<file path="src/rtl/qpsk_demodulator.sv">
// ---------------------------------------------------------------------------
// qpsk_demodulator
//
// Coherent QPSK demodulator. Each symbol of the 9-bit carrier sample stream
// is correlated (integrate-and-dump) against internal cosine and sine
// references. The sign of each correlation gives the hard I/Q decision.
//
// Parameters
//   SAMPLES_PER_SYM : carrier samples per symbol, one carrier cycle per
//                     symbol (8 or 16)
//   ACC_W           : signed accumulator width (>= 21)
//
// Ports
//   clk           in   sample clock, rising edge
//   rst_n         in   asynchronous active-low reset
//   sample_in     in   [8:0] signed carrier sample
//   sample_valid  in   sample_in consumed this cycle
//   sync_in       in   first sample of a symbol (one-cycle pulse)
//   I_demodulate  out  recovered I bit (registered, held until next dump)
//   Q_demodulate  out  recovered Q bit (registered, held until next dump)
//   sym_valid     out  one-cycle strobe, I/Q bits updated this cycle
//   lock          out  a full symbol has completed since the last sync_in
//   I_soft/Q_soft out  [ACC_W-1:0] signed correlations at the last dump
//                      (only when QPSK_DEMOD_SOFT_EN is defined)
//
// Build option
//   QPSK_DEMOD_SOFT_EN : adds the I_soft / Q_soft soft-decision outputs.
//
// States
//   state | meaning
//   IDLE  | waiting for the first sync_in, samples ignored, accumulators 0
//   RUN   | integrating valid samples, dumping every SAMPLES_PER_SYM samples
// ---------------------------------------------------------------------------
module qpsk_demodulator #(
    parameter int SAMPLES_PER_SYM = 16,
    parameter int ACC_W           = 21
) (
    input  logic             clk,
    input  logic             rst_n,
    input  logic [8:0]       sample_in,
    input  logic             sample_valid,
    input  logic             sync_in,
    output logic             I_demodulate,
    output logic             Q_demodulate,
    output logic             sym_valid,
    output logic             lock
`ifdef QPSK_DEMOD_SOFT_EN
    ,
    output logic [ACC_W-1:0] I_soft,
    output logic [ACC_W-1:0] Q_soft
`endif
);

    if (!(SAMPLES_PER_SYM == 8 || SAMPLES_PER_SYM == 16)) begin : g_bad_sps
        $error("qpsk_demodulator: SAMPLES_PER_SYM must be 8 or 16");
    end

    if (ACC_W < 21) begin : g_bad_acc_w
        $error("qpsk_demodulator: ACC_W must be at least 21");
    end

    typedef enum logic {
        ST_IDLE = 1'b0,
        ST_RUN  = 1'b1
    } state_t;

    // round(127*cos(2*pi*k/16))
    function automatic logic signed [7:0] cos_rom(input logic [3:0] k);
        logic signed [7:0] v;
        case (k)
            4'd0:    v =  8'sd127;
            4'd1:    v =  8'sd117;
            4'd2:    v =  8'sd90;
            4'd3:    v =  8'sd49;
            4'd4:    v =  8'sd0;
            4'd5:    v = -8'sd49;
            4'd6:    v = -8'sd90;
            4'd7:    v = -8'sd117;
            4'd8:    v = -8'sd127;
            4'd9:    v = -8'sd117;
            4'd10:   v = -8'sd90;
            4'd11:   v = -8'sd49;
            4'd12:   v =  8'sd0;
            4'd13:   v =  8'sd49;
            4'd14:   v =  8'sd90;
            default: v =  8'sd117;
        endcase
        return v;
    endfunction

    // sin(x) = cos(x - pi/2): a quarter-table shift of the cosine ROM,
    // identical to round(127*sin(2*pi*k/16)) entry for entry.
    function automatic logic signed [7:0] sin_rom(input logic [3:0] k);
        return cos_rom(k - 4'd4);
    endfunction

    state_t                  state_q, state_d;
    logic [3:0]              phase_q, phase_d;
    logic signed [ACC_W-1:0] acc_i_q, acc_i_d;
    logic signed [ACC_W-1:0] acc_q_q, acc_q_d;
    logic                    i_bit_q, i_bit_d;
    logic                    q_bit_q, q_bit_d;
    logic                    sym_valid_q, sym_valid_d;
    logic                    lock_q, lock_d;
`ifdef QPSK_DEMOD_SOFT_EN
    logic signed [ACC_W-1:0] soft_i_q, soft_i_d;
    logic signed [ACC_W-1:0] soft_q_q, soft_q_d;
`endif

    logic [3:0]              phase_eff;
    logic [3:0]              rom_idx;
    logic signed [7:0]       cos_val;
    logic signed [7:0]       sin_val;
    logic signed [16:0]      prod_i;
    logic signed [16:0]      prod_q;
    logic signed [ACC_W-1:0] prod_i_ext;
    logic signed [ACC_W-1:0] prod_q_ext;
    logic signed [ACC_W-1:0] final_i;
    logic signed [ACC_W-1:0] final_q;
    logic                    is_last;

    // A sync_in sample is phase 0 of the new symbol, whatever phase_q holds.
    assign phase_eff = sync_in ? 4'd0 : phase_q;
    assign rom_idx   = (SAMPLES_PER_SYM == 16) ? phase_eff : {phase_eff[2:0], 1'b0};
    assign cos_val   = cos_rom(rom_idx);
    assign sin_val   = sin_rom(rom_idx);

    assign prod_i     = $signed(sample_in) * cos_val;
    assign prod_q     = $signed(sample_in) * sin_val;
    assign prod_i_ext = {{(ACC_W-17){prod_i[16]}}, prod_i};
    assign prod_q_ext = {{(ACC_W-17){prod_q[16]}}, prod_q};
    assign final_i    = acc_i_q + prod_i_ext;
    assign final_q    = acc_q_q + prod_q_ext;
    assign is_last    = (phase_q == 4'(SAMPLES_PER_SYM - 1));

    always_comb begin
        state_d     = state_q;
        phase_d     = phase_q;
        acc_i_d     = acc_i_q;
        acc_q_d     = acc_q_q;
        i_bit_d     = i_bit_q;
        q_bit_d     = q_bit_q;
        sym_valid_d = 1'b0;
        lock_d      = lock_q;
`ifdef QPSK_DEMOD_SOFT_EN
        soft_i_d    = soft_i_q;
        soft_q_d    = soft_q_q;
`endif
        // sync_in has priority over a coincident dump: the old symbol is dropped.
        if (sync_in) begin
            state_d = ST_RUN;
            lock_d  = 1'b0;
            if (sample_valid) begin
                phase_d = 4'd1;
                acc_i_d = prod_i_ext;
                acc_q_d = prod_q_ext;
            end else begin
                phase_d = 4'd0;
                acc_i_d = '0;
                acc_q_d = '0;
            end
        end else if (state_q == ST_RUN && sample_valid) begin
            if (is_last) begin
                phase_d     = 4'd0;
                acc_i_d     = '0;
                acc_q_d     = '0;
                // Zero correlation decides 0.
                i_bit_d     = !final_i[ACC_W-1] && (final_i != '0);
                q_bit_d     = !final_q[ACC_W-1] && (final_q != '0);
                sym_valid_d = 1'b1;
                lock_d      = 1'b1;
`ifdef QPSK_DEMOD_SOFT_EN
                soft_i_d    = final_i;
                soft_q_d    = final_q;
`endif
            end else begin
                phase_d = phase_q + 4'd1;
                acc_i_d = final_i;
                acc_q_d = final_q;
            end
        end
    end

    always_ff @(posedge clk or negedge rst_n) begin
        if (!rst_n) begin
            state_q     <= ST_IDLE;
            phase_q     <= 4'd0;
            acc_i_q     <= '0;
            acc_q_q     <= '0;
            i_bit_q     <= 1'b0;
            q_bit_q     <= 1'b0;
            sym_valid_q <= 1'b0;
            lock_q      <= 1'b0;
`ifdef QPSK_DEMOD_SOFT_EN
            soft_i_q    <= '0;
            soft_q_q    <= '0;
`endif
        end else begin
            state_q     <= state_d;
            phase_q     <= phase_d;
            acc_i_q     <= acc_i_d;
            acc_q_q     <= acc_q_d;
            i_bit_q     <= i_bit_d;
            q_bit_q     <= q_bit_d;
            sym_valid_q <= sym_valid_d;
            lock_q      <= lock_d;
`ifdef QPSK_DEMOD_SOFT_EN
            soft_i_q    <= soft_i_d;
            soft_q_q    <= soft_q_d;
`endif
        end
    end

    assign I_demodulate = i_bit_q;
    assign Q_demodulate = q_bit_q;
    assign sym_valid    = sym_valid_q;
    assign lock         = lock_q;
`ifdef QPSK_DEMOD_SOFT_EN
    assign I_soft       = soft_i_q;
    assign Q_soft       = soft_q_q;
`endif

endmodule

</file>
<file path="config.mk">
export PLATFORM = sky130hd
export DESIGN_NAME = qpsk_demodulator
export DESIGN_NICKNAME = d
export VERILOG_FILES = /design/src/rtl/qpsk_demodulator.sv
export SDC_FILE = /design/constraint.sdc
export NUM_CORES = 1
export LEC_CHECK = 0
export ABC_AREA = 1
export BUFFER_PORTS_ARGS = -buffer_cell sky130_fd_sc_hd__buf_2
export CORE_UTILIZATION = 27
export CTS_BUF_LIST = sky130_fd_sc_hd__clkbuf_2 sky130_fd_sc_hd__clkbuf_4 sky130_fd_sc_hd__clkbuf_8
export DETAILED_ROUTE_END_ITERATION = 6
export PLACE_DENSITY_LB_ADDON = 0.12
export SYNTH_ARGS = -nofsm -noshare
export SYNTH_HDL_FRONTEND = slang
export SYNTH_SLANG_ARGS = --single-unit
</file>
<file path="constraint.sdc">
create_clock -name clk -period 12.1 [get_ports clk]
set_clock_uncertainty 0.2 [all_clocks]
set_input_delay 0.605 -clock clk [delete_from_list [all_inputs] [get_ports clk]]
set_output_delay 0.605 -clock clk [all_outputs]
set_load 0.03 [all_outputs]
</file>
After elaboration in Yosys (flattened, before gate mapping) --
Memory sizes are Yosys's and may differ from the RTL's. Cells that the tools add are included.
Storage, ports and cells: flip-flop bits (word level) 51, ROM bits 256, input bits 13, output and inout bits 4, word-level logic and storage cells 48, memories 2
Memories:
- (name not given) | words 16, bits a word 8, read ports 1, clocked after Yosys merged registers in 0, wr ports 0, RTL line 70 | case (k)
- (name not given) | words 16, bits a word 8, read ports 1, clocked after Yosys merged registers in 0, wr ports 0, RTL line 70
Cells by class: add/sub/neg operators 4, $mul 2, equal/unequal tests 1, mux-type cells 19, bitwise gates (word level) 1, reduce and logical (&&, ||, !) cells 11
Operator list (count):
- 21-bit 2-to-1 mux | 8
- 21-bit by 17-bit adder with 21-bit output | 2
- 21-bit nonzero test | 2
- 9-bit by 8-bit multiplier with 17-bit output | 2
- 4-bit 2-to-1 mux | 4
- 1-bit 2-to-1 mux | 7
- 4-bit by 1-bit adder with 4-bit output (second input constant) | 1
- 4-bit == test (second input constant) | 1
- 2-bit nonzero test | 2
- 4-bit by 3-bit subtractor with 4-bit output (second input constant) | 1
- 1-bit logical AND | 3
- 3-bit AND reduction | 1
- 1-bit logical NOT | 2
- 2-bit AND reduction | 1
- 1-bit inverter | 1

Longest topological paths before layout --
An unclocked memory read counts as a cell.
depth in word-level cells 8, mapped depth 43, gate-level depth less buffers 42

Least setup slack after synthesis --
Ideal clock, no wire load.
path type input -> register, start input sync_in, end register q_bit_q (netlist: Q_demodulate), library setup time 124 ps, data arrival time 6555 ps, required time 11776 ps, path slack 5222 ps, stages on the path 37, path through buf_6 > nor2_1 > inv_1 > ha_1 > or2_2 > nand2_1 > nand2_1 > nand2_1 > inv_1 > nand2_1 > fa_1 > fa_1 > inv_1 > fa_1 > inv_1 > fa_1 > inv_1 > ha_1 > a21oi_1 > o21ai_2 > a21oi_1 > o21bai_1 > or2_2 > nand2_1 > inv_1 > ha_1 > nand2_1 > nor2_1 > inv_1 > nor2_1 > nand3_1 > nand4_1 > nand2_1 > nor2_1 > nand2_1 > o21ai_1 > o21bai_1
On the way: word-level cells in the longest chain between the ends 7, elaborated cells between the ends (all ways) 10, classes of those cells add/sub (2); mul (1); mux (1); bitwise (1); reduce/logical (4); memory (1)
RTL lines:
- start: declaration | RTL line 42 | input logic sync_in,
- 4-bit 2-to-1 mux | RTL line 123 | assign phase_eff = sync_in ? 4'd0 : phase_q;
- 4-bit by 3-bit subtractor with 4-bit output | RTL line 94 | return cos_rom(k - 4'd4);
- memory read 16 x 8 bit
- 9-bit by 8-bit multiplier with 17-bit output | RTL line 129 | assign prod_q = $signed(sample_in) * sin_val;
- 21-bit by 17-bit adder with 21-bit output | RTL line 133 | assign final_q = acc_q_q + prod_q_ext;
- 21-bit nonzero test or 1-bit logical NOT (tied branches) | RTL line 169 | q_bit_d = !final_q[ACC_W-1] && (final_q != '0);
- 1-bit logical AND | RTL line 169
- end signal: assignment | RTL line 204 | q_bit_q <= q_bit_d;
- end: declaration | RTL line 102 | logic q_bit_q, q_bit_d;
Several ways; a longest one is shown, not always the timed one. A chain may end at the register's enable or synchronous reset.

Worst setup path in the final report --
Same ends and word-level chain as after synthesis.

==> qor.csv <==
stage;metric;value;unit
outcome;outcome;complete, no violations;
synthesis;Post-Syn Area;11040;um2
critical_path;R2R depth;37;
global_route;largest net degree at the start of global routing;52;
clocking;setup bufs post-CTS;0;
critical_path;reg-to-reg endpoint;Q_demodulate;
critical_path;worst endpoint required time;12.13;ns
run;MaxCap Viol Count;0;
synthesis;top_reg_cell synth;dfrtp_1;
critical_path;CP Max Fanout;9;
clocking;CTS tree;yes;
clocking;Num Clock Sinks;51;
synthesis;part of the Yosys area used for sequential elements;11.56;%
floorplanning;Die Ht;204.2;um
critical_path;endpoint type of the worst setup path;flip-flop;
timing;Max-slew headroom;21.56;%
clocking;Clock Tree Buf Depth;2;
synthesis;Mean Syn Cell Area;6.859;um2
timing;setup TNS;0;ns
timing;final setup violation count;0;
critical_path;slowest library cell on the worst path;fa_1;
detailed_routing;routed length per instance;15.00;um
cells_and_area;share of layout cells above drive strength 1;4.512;%
cells_and_area;# nets final;1862;
critical_path;kind of critical path;input pin to flip-flop;
place;routability congestion estimate;0.8972;
place;DP HPWL;27.07;mm
clocking;CTS Root Cell;clkbuf_8;
timing;crit share post-route;63.12;%
critical_path;R2R Setup Slk;4.47;ns
synthesis;Syn Inst Count;1609;
detailed_routing;final WL;32.14;mm
synthesis;Post-synth EDFFs;0;
global_route;Tot GR Track Use;16.52;%
synthesis;post-synth top area share;22.49;%
critical_path;Worst Path Arrival;7.67;ns
detailed_routing;DR vias;9566;
synthesis;syn_nets;1853;
floorplanning;CORE AREA;40010;um2
timing;Peak Freq;130.9;MHz
timing;RSZ-0062 raised after global routing;no;
detailed_routing;Via density;4.464;
critical_path;Reg-to-Reg Start;phase_q[0];
synthesis;Distinct cells, synth;44;
floorplanning;Chip Width;204.2;um
floorplanning;Initial Utilization;27.59;%
timing;Hold WS;0.1922;ns
timing;slew at the pin with the worst max-slew slack;1.175;ns
clocking;# hold bufs at CTS;0;
synthesis;Ys Warns;0;
synthesis;top cells by area, synth;fa_1 22%, nand2_1 15%, ha_1 12%, inv_1 12%, dfrtp_1 12%;
global_route;first-pass GRT wire length;54.44;mm
detailed_routing;drt first-iter violations;419;
cells_and_area;ant diodes;0;
timing;Final min period;7.638;ns
place;Buffers on Ports;16;
clocking;CTS H-tree depth;2;
synthesis;asr flop ratio synth;100.0;%
detailed_routing;DRC;0;
critical_path;startpoint types;input pin;
synthesis;synth cell count leaders;432 x nand2_1, 345 x inv_1, 186 x nor2_1;
synthesis;most frequent cell after synthesis;nand2_1;
worst_hold_path;Hold Path Class;input pin to asynchronous set/reset pin;
floorplanning;Die Area;41690;um2
critical_path;most used cell, CP;nand2_1;
synthesis;FF+latch count, synth;51;
clocking;clock slew at reported path FFs;0.11;ns
floorplanning;IO Pins;17;
critical_path;Bufs and invs on worst path;8;
synthesis;largest area contributor in the netlist;fa_1;
critical_path;gate family responsible for the most delay along the worst path;adder cells;
timing;Slew Viols, Final;0;
cells_and_area;P&R area growth vs syn;6.870;%
floorplanning;Site Rows;73;
global_route;gr ovfl total;0;
clocking;CTS buffer count;5;
critical_path;Max stage delay on crit path;0.56;ns
global_route;initial antenna violation count;0;
global_route;vias in the first global route;10290;
clocking;clk_lat worst skew;0.34;ns
clocking;CTS-repair resized insts;0;
detailed_routing;first drt pass iteration count;5;
detailed_routing;post-route ant nets;0;
timing;Hold Violations, Final;0;
-- flip-flops by register name (all words and copies together), names as in the netlist --
name,count
sym_valid,1
state_q,1
acc_i_q,21
Q_demodulate,1
lock,1
acc_q_q,21
phase_q,4
I_demodulate,1
-- how the worst max path moves through the flow --
stage | from | endpoint | slack (ns) | cells after the start
finish | sync_in | Q_demodulate | 4.46 | 37
global route | phase_q[0] | acc_i_q[20] | 3.87 | 35
CTS | phase_q[0] | Q_demodulate | 4.43 | 37
detailed placement | sync_in | Q_demodulate | 4.07 | 37
global placement | sync_in | Q_demodulate | 4.04 | 37
floorplan | sync_in | Q_demodulate | 5.22 | 37
-- layer usage --
layer	GRT usage [%]	routed length, um	vias up	part of all wire [%]
li1	-	-	4932	-
met1	21.96	15490	4518	48
met2	29.12	15540	93	48
met3	1.658	652	23	2.0
met4	2.745	458	0	1.4
met5	0	0	-	0
-- area by class of cell --
class / count / area, um2
Fill cell: 4542 / 28210
Multi-Input combinational cell: 1184 / 8333
Inverter: 358 / 1346
Sequential cell: 51 / 1276
Tap cell: 525 / 656.9
Timing Repair Buffer: 18 / 95.09
Clock buffer: 6 / 82.58
Clock inverter: 1 / 5.005
-- per-stage QoR --
stage	instance area, um2	util, %	cells	setup slack (ns)
finish	11800	29.48	2143	4.462
global route	11800	29.48	2143	3.869
CTS	11800	29.48	2143	4.427
detailed placement	11710	29.26	2136	4.069
global placement	11710	29.26	2136	4.044
floorplan	11040	-	1609	5.222
-- cells by family after synthesis --
logic type | Yosys count | share of synthesized area, %
buffers and inverters | 374 | 12.96
adders and majority gates | 231 | 34.62
and+or+nand+nor | 775 | 29.78
AOI/OAI and AO/OA | 134 | 7.584
xor gates and xnor gates | 44 | 3.492
DFF | 51 | 11.56
-- placed cells by master, fill, tap and decap left out, drive strengths merged, types with 6 or more instances in the layout --
master  netlist  layout
a21oi        59      59
a31oi         9       9
buf           6      18
clkbuf       10       6
clkinv        5       6
dfrtp        51      51
fa          124     124
ha          107     107
inv         353     353
nand2       438     438
nand3        90      90
nand3b       10      10
nand4        18      18
nor2        200     200
nor3         12      12
o211ai       14      14
o21ai        28      28
o21bai       10      10
o221ai        8       8
or2           6       6
xnor2        19      19
xor2         25      25
Power is left out: the tool's default activity adds up to more than one toggle a clock period on the data nets, which glitch-free logic cannot reach.
